[src/rtl/pc_fetch_unit_pkg.sv]
// Shared types and constants for the PC / instruction-fetch stage.
package pc_pkg;

  typedef enum logic [1:0] {
    S_REQ   = 2'd0,
    S_HAVE  = 2'd1,
    S_DRAIN = 2'd2
  } fetch_state_t;

  localparam int          INSTR_BYTES = 4;
  localparam logic [31:0] NOP_INSTR   = 32'h0000_0013;

endpackage

[src/rtl/pc_fetch_unit_if.sv]
// Instruction-memory request/ready bus between the fetch unit and imem.
interface pc_fetch_unit_if #(parameter int XLEN = 32);

  logic            imem_req;
  logic [XLEN-1:0] imem_addr;
  logic            imem_ready;
  logic [31:0]     imem_rdata;

  modport master (output imem_req, output imem_addr, input imem_ready, input imem_rdata);
  modport slave  (input imem_req, input imem_addr, output imem_ready, output imem_rdata);

endinterface

[src/rtl/pc_fetch_unit_pc_reg.sv]
// Program counter register: sync reset, word-aligned load, increment by one instruction.
module pc_reg
  import pc_pkg::*;
#(
  parameter int              XLEN     = 32,
  parameter logic [XLEN-1:0] RESET_PC = '0
) (
  input  logic            clk,
  input  logic            reset,
  input  logic            load,
  input  logic [XLEN-1:0] load_val,
  input  logic            inc,
  output logic [XLEN-1:0] pc
);

  always_ff @(posedge clk) begin
    if (reset) begin
      pc <= RESET_PC;
    end else if (load) begin
      pc <= {load_val[XLEN-1:2], 2'b00};
    end else if (inc) begin
      pc <= pc + XLEN'(INSTR_BYTES);
    end
  end

endmodule

[src/rtl/pc_fetch_unit.sv]
// PC and fetch stage: one outstanding imem request, one held instruction for decode.
//   state   | meaning
//   S_REQ   | request outstanding at pc, waiting for imem_ready
//   S_HAVE  | instruction held for decode, no request
//   S_DRAIN | branch taken mid-fetch; finish stale request, discard its data
module pc_fetch_unit
  import pc_pkg::*;
#(
  parameter int              XLEN     = 32,
  parameter logic [XLEN-1:0] RESET_PC = '0
) (
  input  logic                   clk,
  input  logic                   reset,
  input  logic                   pcMux,
  input  logic [XLEN-1:0]        branch_target,
  input  logic                   stall,
  pc_fetch_unit_if.master        imem,
  output logic [31:0]            inst,
  output logic [XLEN-1:0]        inst_pc,
  output logic                   inst_valid
);

  fetch_state_t    state;
  logic [XLEN-1:0] pc;
  logic [XLEN-1:0] drain_tgt;
  logic            pc_load;
  logic            pc_inc;
  logic [XLEN-1:0] pc_load_val;

  pc_reg #(.XLEN(XLEN), .RESET_PC(RESET_PC)) u_pc_reg (
    .clk      (clk),
    .reset    (reset),
    .load     (pc_load),
    .load_val (pc_load_val),
    .inc      (pc_inc),
    .pc       (pc)
  );

  assign imem.imem_req  = !reset && (state != S_HAVE);
  assign imem.imem_addr = pc;

  always_comb begin
    pc_load     = 1'b0;
    pc_inc      = 1'b0;
    pc_load_val = branch_target;
    case (state)
      S_REQ: begin
        if (pcMux && imem.imem_ready)       pc_load = 1'b1;
        else if (imem.imem_ready)           pc_inc  = 1'b1;
      end
      S_HAVE: begin
        if (!stall && pcMux)                pc_load = 1'b1;
      end
      S_DRAIN: begin
        // A fresh branch beats the latched one when the stale fetch completes.
        if (pcMux && imem.imem_ready) begin
          pc_load = 1'b1;
        end else if (imem.imem_ready) begin
          pc_load     = 1'b1;
          pc_load_val = drain_tgt;
        end
      end
      default: ;
    endcase
  end

  always_ff @(posedge clk) begin
    if (reset) begin
      state      <= S_REQ;
      drain_tgt  <= '0;
      inst       <= NOP_INSTR;
      inst_pc    <= '0;
      inst_valid <= 1'b0;
    end else begin
      case (state)
        S_REQ: begin
          if (pcMux) begin
            if (!imem.imem_ready) begin
              drain_tgt <= branch_target;
              state     <= S_DRAIN;
            end
          end else if (imem.imem_ready) begin
            inst       <= imem.imem_rdata;
            inst_pc    <= pc;
            inst_valid <= 1'b1;
            state      <= S_HAVE;
          end
        end
        S_HAVE: begin
          if (!stall) begin
            inst_valid <= 1'b0;
            state      <= S_REQ;
          end
        end
        S_DRAIN: begin
          if (pcMux && !imem.imem_ready) drain_tgt <= branch_target;
          if (imem.imem_ready)           state     <= S_REQ;
        end
        default: state <= S_REQ;
      endcase
    end
  end

endmodule

[src/flat_wrapper.sv]
// flat-port wrapper written by rule: the top's interface ports become plain ports
module pc_fetch_unit_flat import pc_pkg::*;
#(
  parameter int              XLEN     = 32,
  parameter logic [XLEN-1:0] RESET_PC = '0
)
  (clk, reset, pcMux, branch_target, stall, inst, inst_pc, inst_valid, imem_imem_req, imem_imem_addr, imem_imem_ready, imem_imem_rdata);
  pc_fetch_unit_if #(.XLEN(XLEN)) imem_i ();
  input  logic clk;
  input  logic reset;
  input  logic pcMux;
  input  logic [XLEN-1:0] branch_target;
  input  logic stall;
  output logic [31:0] inst;
  output logic [XLEN-1:0] inst_pc;
  output logic inst_valid;
  output wire logic [$bits(imem_i.imem_req)-1:0] imem_imem_req;
  output wire logic [$bits(imem_i.imem_addr)-1:0] imem_imem_addr;
  input wire logic [$bits(imem_i.imem_ready)-1:0] imem_imem_ready;
  input wire logic [$bits(imem_i.imem_rdata)-1:0] imem_imem_rdata;
  assign imem_imem_req = imem_i.imem_req;
  assign imem_imem_addr = imem_i.imem_addr;
  assign imem_i.imem_ready = imem_imem_ready;
  assign imem_i.imem_rdata = imem_imem_rdata;
  pc_fetch_unit #(.XLEN(XLEN), .RESET_PC(RESET_PC)) u_core (.clk(clk), .reset(reset), .pcMux(pcMux), .branch_target(branch_target), .stall(stall), .imem(imem_i), .inst(inst), .inst_pc(inst_pc), .inst_valid(inst_valid));
endmodule
[config.mk]
export PLATFORM = sky130hd
export DESIGN_NAME = pc_fetch_unit_flat
export DESIGN_NICKNAME = d
export VERILOG_FILES = /design/src/rtl/pc_fetch_unit_pkg.sv /design/src/rtl/pc_fetch_unit_if.sv /design/src/rtl/pc_fetch_unit_pc_reg.sv /design/src/rtl/pc_fetch_unit.sv /design/src/flat_wrapper.sv
export SDC_FILE = /design/constraint.sdc
export NUM_CORES = 1
export LEC_CHECK = 0
export ABC_CLOCK_PERIOD_IN_PS = 2150
export BUFFER_PORTS_ARGS = -buffer_cell sky130_fd_sc_hd__buf_2
export CORE_AREA = 2 2 105 107
export CTS_CLUSTER_SIZE = 8
export DETAILED_ROUTE_END_ITERATION = 8
export DIE_AREA = 0 0 107 109
export PLACE_DENSITY = 0.76
export SYNTH_ARGS = -nofsm -noshare
export SYNTH_HDL_FRONTEND = slang
export SYNTH_SLANG_ARGS = --single-unit
export TNS_END_PERCENT = 50
[constraint.sdc]
create_clock -name clk -period 2.15 [get_ports clk]
set_input_delay 0.3225 -clock clk [delete_from_list [all_inputs] [get_ports clk]]
set_output_delay 0.3225 -clock clk [all_outputs]
set_load 0.005 [all_outputs]
# == After elaboration in Yosys (flattened, before gate mapping) ==
# Index checks and enable logic that the tools add are counted.
# totals
regBits,131
latchBits,0
ram_bits,0
rom_bits,0
inputBits,69
out_inout_bits,98
word_cells,61
memories,0
# classes
n_addsub,1
multipliers,0
div,0
order_cmp,0
n_eq_ne,11
n_shift,0
mux,25
bitwise_logic,1
n_reduce_logical,16
# op_table
operator,count
32-bit two-way mux,7
32-bit case mux with 2 select lines,1
"32-bit by 3-bit adder with 32-bit output, second input constant",1
2-bit two-way mux,5
"2-bit inequality test, second input constant",5
1-bit two-way mux,9
4-bit AND reduction,2
"3-bit inequality test, second input constant",2
2-bit case mux with 3 select lines,1
3-bit AND reduction,2
2-bit nonzero test,3
1-bit logical AND,4
"2-bit by 1-bit inequality test with 1-bit output, second input constant",2
1-bit logical NOT,3
1-bit case mux with 3 select lines,1
"2-bit by 1-bit == test with 1-bit output, second input constant",1
"2-bit == test, second input constant",1
2-bit logical NOT,1
1-bit case mux with 2 select lines,1
2-bit OR reduction,1
1-bit inverter,1

# == Logic depth before layout (Yosys ltp) ==
# logic_depth
word_depth,5
depth_mapped,8
ltp_nobuf,5

# == Cells and area by module ==
# A second synthesis with hierarchy kept.
# hier_totals
cells_unflattened,722
hier_area_um2,6782.8
# modules_own_cells
module,instances,cells_per_inst,area_per_inst_um2,seq_area_each_um2
pc_fetch_unit,1,471,4853.4,1981.9
pc_reg,1,251,1929.4,600.6

# == Least setup slack after synthesis ==
# Ideal clock, no wire load.
# synth_timing
kind,register to register
startpoint,register u_core.u_pc_reg.pc[13]
endpoint,register u_core.u_pc_reg.pc[26]
setup_ns,0.064
t_arrival_ns,1.782
required_ns,2.086
slack_ns,0.304
path_stages_with_launch,9
n_path_buf,3
period_less_slack_ns,1.846
cell_sequence,dfxtp_1 buf_2 and4_1 buf_4 nand4_4 or3_1 clkbuf_2 a221o_1 nor2_1
# synth_between
elab_chain_len,3
# synth_lines
element,line_no,text
"start, declared",pc_fetch_unit_pc_reg.sv:13,output logic [XLEN-1:0] pc
"start signal, assigned",pc_fetch_unit_pc_reg.sv:20,"pc <= {load_val[XLEN-1:2], 2'b00};"
"start signal, assigned",pc_fetch_unit_pc_reg.sv:22,pc <= pc + XLEN'(INSTR_BYTES);
32-bit by 3-bit adder with 32-bit output,pc_fetch_unit_pc_reg.sv:22,
32-bit two-way mux,pc_fetch_unit_pc_reg.sv:21,end else if (inc) begin
32-bit two-way mux,pc_fetch_unit_pc_reg.sv:19,end else if (load) begin
# No other way between the ends. The select of a mux whose other input is x is not followed.
# A chain may end at the register's enable or synchronous reset.

# == Final worst setup path ==
# layout_timing
startpoint,register u_core.u_pc_reg.pc[15]
endpoint,register u_core.u_pc_reg.pc[26]
# The elaborated chain is that of the path after synthesis.

==> results.toml <==
[critical_path]
critical_path_maximum_fanout = 7
crit_chain = "and4_1 > nand4_4 > or3_1 > a221o_1 > nor2_1"
startpoint_type = "flip-flop"
r2r_setup_slack_ns = 0.21
crit_path_top_delay_cell = "sky130_fd_sc_hd__or3_1"
worst_setup_path_end_kind = "flip-flop"
critical_path.max_stage_delay_ns = 0.49
critical_path_arrival_ns = 2.39
critPathRequiredTime_ns = 2.60
critPathKind = "flip-flop to flip-flop"

[synthesis]
synth_area_per_cell_um2 = 7.84
synth-seq-cells = 125
synth_enable_flop_cells = 0
synth_top_area_cell = "sky130_fd_sc_hd__dfxtp_1"
share_of_async_settable_or_async_resettable_flops_after_synthesis = 0
yosys_synthesis_warning_count = 0
yosysSeqAreaShare = 0.472
synth_flop_cell = "sky130_fd_sc_hd__dfxtp_1"
syn-cell-area_um2 = 5300
synth_top_area_share = 0.472
synth_cells = 676
synth.top_cells.by_area = "sky130_fd_sc_hd__dfxtp_1 47%, sky130_fd_sc_hd__nand2_1 17%, sky130_fd_sc_hd__a21oi_1 10%"
synth.lib_cells_used.distinct = 53

[detailed_routing]
dr.first_iter.drc_count = 420
detail_route.drc_violations = 0
wl_per_cell_um = 14.4
antenna_violating_nets_post_route = 0
average_via_count_per_standard_cell = 5.36
detail_route.wirelength_mm = 14.2
detailroute.via_count = 5295
detailed_routing_iteration_count_for_the_pre_antenna_repair_pass = 5

[status]
run_status = "completed"

[die]
floorplan.core_area_um2 = 10600
floorplan.die_area_um2 = 11700
rows = 38
die_height_um = 109
pin_count = 167
floorplan.initialDensity = 0.500
die_w_um = 107

[clocking]
clock_latency_ns = 0.51
htreeDepth = 4
cts_tree = "yes"
numCtsBuffers = 17
path_clk_slew_ns = 0.06
ctsLongestPathBuffers = 2
cts_hold_repair.buffers = 0
post_cts_resized = 0
cts.repair_timing.setup_buffer_count = 0
cts.sink_count = 125
root_buffer = "sky130_fd_sc_hd__clkbuf_8"

[grt]
grtUsageTotal = 0.241
initial_antenna_violation_count = 0
grt_pass1_wl_mm = 22.3
global_route.overflow_total = 0
number_of_global_route_vias_before_repair = 4658
grt_start_max_net_pins = 67

[power_and_ir_drop]
cellPowerDensity_nw_per_um2 = 857
total_power_mw = 5.88
cellInternalPower_mw = 4.39
total_switching_power_mw = 1.49
power.switching_fraction = 0.253
power_leakage_nw = 2.91
combPwrFrac = 0.115
seq_power_share = 0.434
pwr-share-clk = 0.451
worst_vdd_ir_v = 0.000449

[sta]
worst_case_headroom_to_the_max_slew_limit = 0.637
period_share = 0.904
fin_worst_skew_ns = 0.00655
rsz0062_at_grt = "false"
worstMarginPinSlew_ns = 0.545
finalHoldViolCount = 0
setup-tns-final_ns = 0
min_period_ns = 1.94
final-max-slew-violation-count = 0
fmax_ghz = 0.514
finalSetupViolCount = 0

[finish]
area_taken_by_flip_flops_and_latches_um2 = 2500
fill_cells = 890
regMostFlops = "u_core.inst"
multi_input_comb_area_um2 = 2580
final_layout_size_suffix_gt1_frac = 0.287
leading_cell_types_in_the_layout_fill_and_taps_excluded = "233 x sky130_fd_sc_hd__nand2_1, 159 x sky130_fd_sc_hd__buf_2, 125 x sky130_fd_sc_hd__dfxtp_1"
final_nets = 904
largest_register_ffs = 32
antenna_cells = 0
mostFrequentLayoutCell = "sky130_fd_sc_hd__nand2_1"
area.growth.synth_to_final_pct = 29.5

[min_path]
hp-class = "input port to flip-flop"

[run]
max-cap-violations = 0

[place]
place_hpwl_mm = 10.1
buffer_ports.inserted = 160
gp_congestion = 0.892
per-stage QoR:
step	util	setup slack, ns	instance area (um^2)	instances	hold WS (ns)
2_1_floorplan	-	0.304	5310	679	0.401
3_3_place_gp	0.595	0.235	6300	955	0.438
3_5_place_dp	0.595	0.198	6300	955	0.443
4_1_cts	0.648	0.213	6870	987	0.0209
5_1_grt	0.648	0.0427	6870	987	0.0336
6_report	0.648	0.206	6870	987	0.0408
synthesized netlist by cell type, types with 4 or more instances:
library cell and n:
sky130_fd_sc_hd__nand3_1 10, sky130_fd_sc_hd__xnor2_1 10, sky130_fd_sc_hd__inv_1 4, sky130_fd_sc_hd__and4_1 5, sky130_fd_sc_hd__nand4_1 4, sky130_fd_sc_hd__a21oi_1 109
sky130_fd_sc_hd__buf_4 6, sky130_fd_sc_hd__clkbuf_1 39, sky130_fd_sc_hd__nor2_1 15, sky130_fd_sc_hd__a221oi_1 8, sky130_fd_sc_hd__a211oi_1 8, sky130_fd_sc_hd__nor3_1 10
sky130_fd_sc_hd__a31o_2 8, sky130_fd_sc_hd__nor4_1 6, sky130_fd_sc_hd__mux2i_1 5, sky130_fd_sc_hd__o21ai_0 6, sky130_fd_sc_hd__dfxtp_1 125, sky130_fd_sc_hd__and3_1 7
sky130_fd_sc_hd__a31oi_1 5, sky130_fd_sc_hd__nand2_1 234
logic make-up after synthesis:
kind of cell / count (synthesis) / synth area share
fa+ha+maj: 1 / 0.00236
compound gates: 160 / 0.181
simple gates: 310 / 0.258
mux: 9 / 0.0179
flops: 125 / 0.472
xor+xnor: 13 / 0.0215
other cells: 1 / 0.000707
buf+inv: 57 / 0.0470
area by class of cell:
| type | count | area share |
|---|---|---|
| multi-input combinational | 497 | 0.375 |
| sequential | 125 | 0.364 |
| timing repair buffer | 189 | 0.151 |
| clock buffer | 22 | 0.0689 |
| tap | 140 | 0.0255 |
| clock inverter | 10 | 0.0129 |
| inverter | 4 | 0.00219 |
power by group through the flow:
stage	Clock, mW	Sequential (mW)	Combinational (mW)
3_5_place_dp	0	2.60	0.674
6_report	2.65	2.55	0.676
4_1_cts	2.70	2.55	0.678
3_3_place_gp	0	2.59	0.659
5_1_grt	2.79	2.56	0.753
2_1_floorplan	0	2.60	0.356
metal layers:
metal	wire length [um]	track usage
met1	6290	0.316
met2	6700	0.387
met3	1040	0.0598
met4	219	0.0863
met5	0	0
critical path, delay by kind of cell, from the launching register on:
| family | cells | cell delay, ns |
|---|---|---|
| and+or+nand+nor | 4 | 1.13 |
| DFF | 1 | 0.41 |
| AOI/OAI and AO/OA | 1 | 0.35 |
final timing paths:
path / startpoint / endpoint / cells after the start
hold reg to reg: u_core.inst[31] / u_core.inst[31] / 2
setup / recovery: u_core.u_pc_reg.pc[15] / u_core.u_pc_reg.pc[26] / 5
hold / removal: imem_imem_rdata[0] / u_core.inst[0] / 3
setup reg to reg: u_core.u_pc_reg.pc[15] / u_core.u_pc_reg.pc[26] / 5
Note: power is estimated with default switching activity, not from simulation.
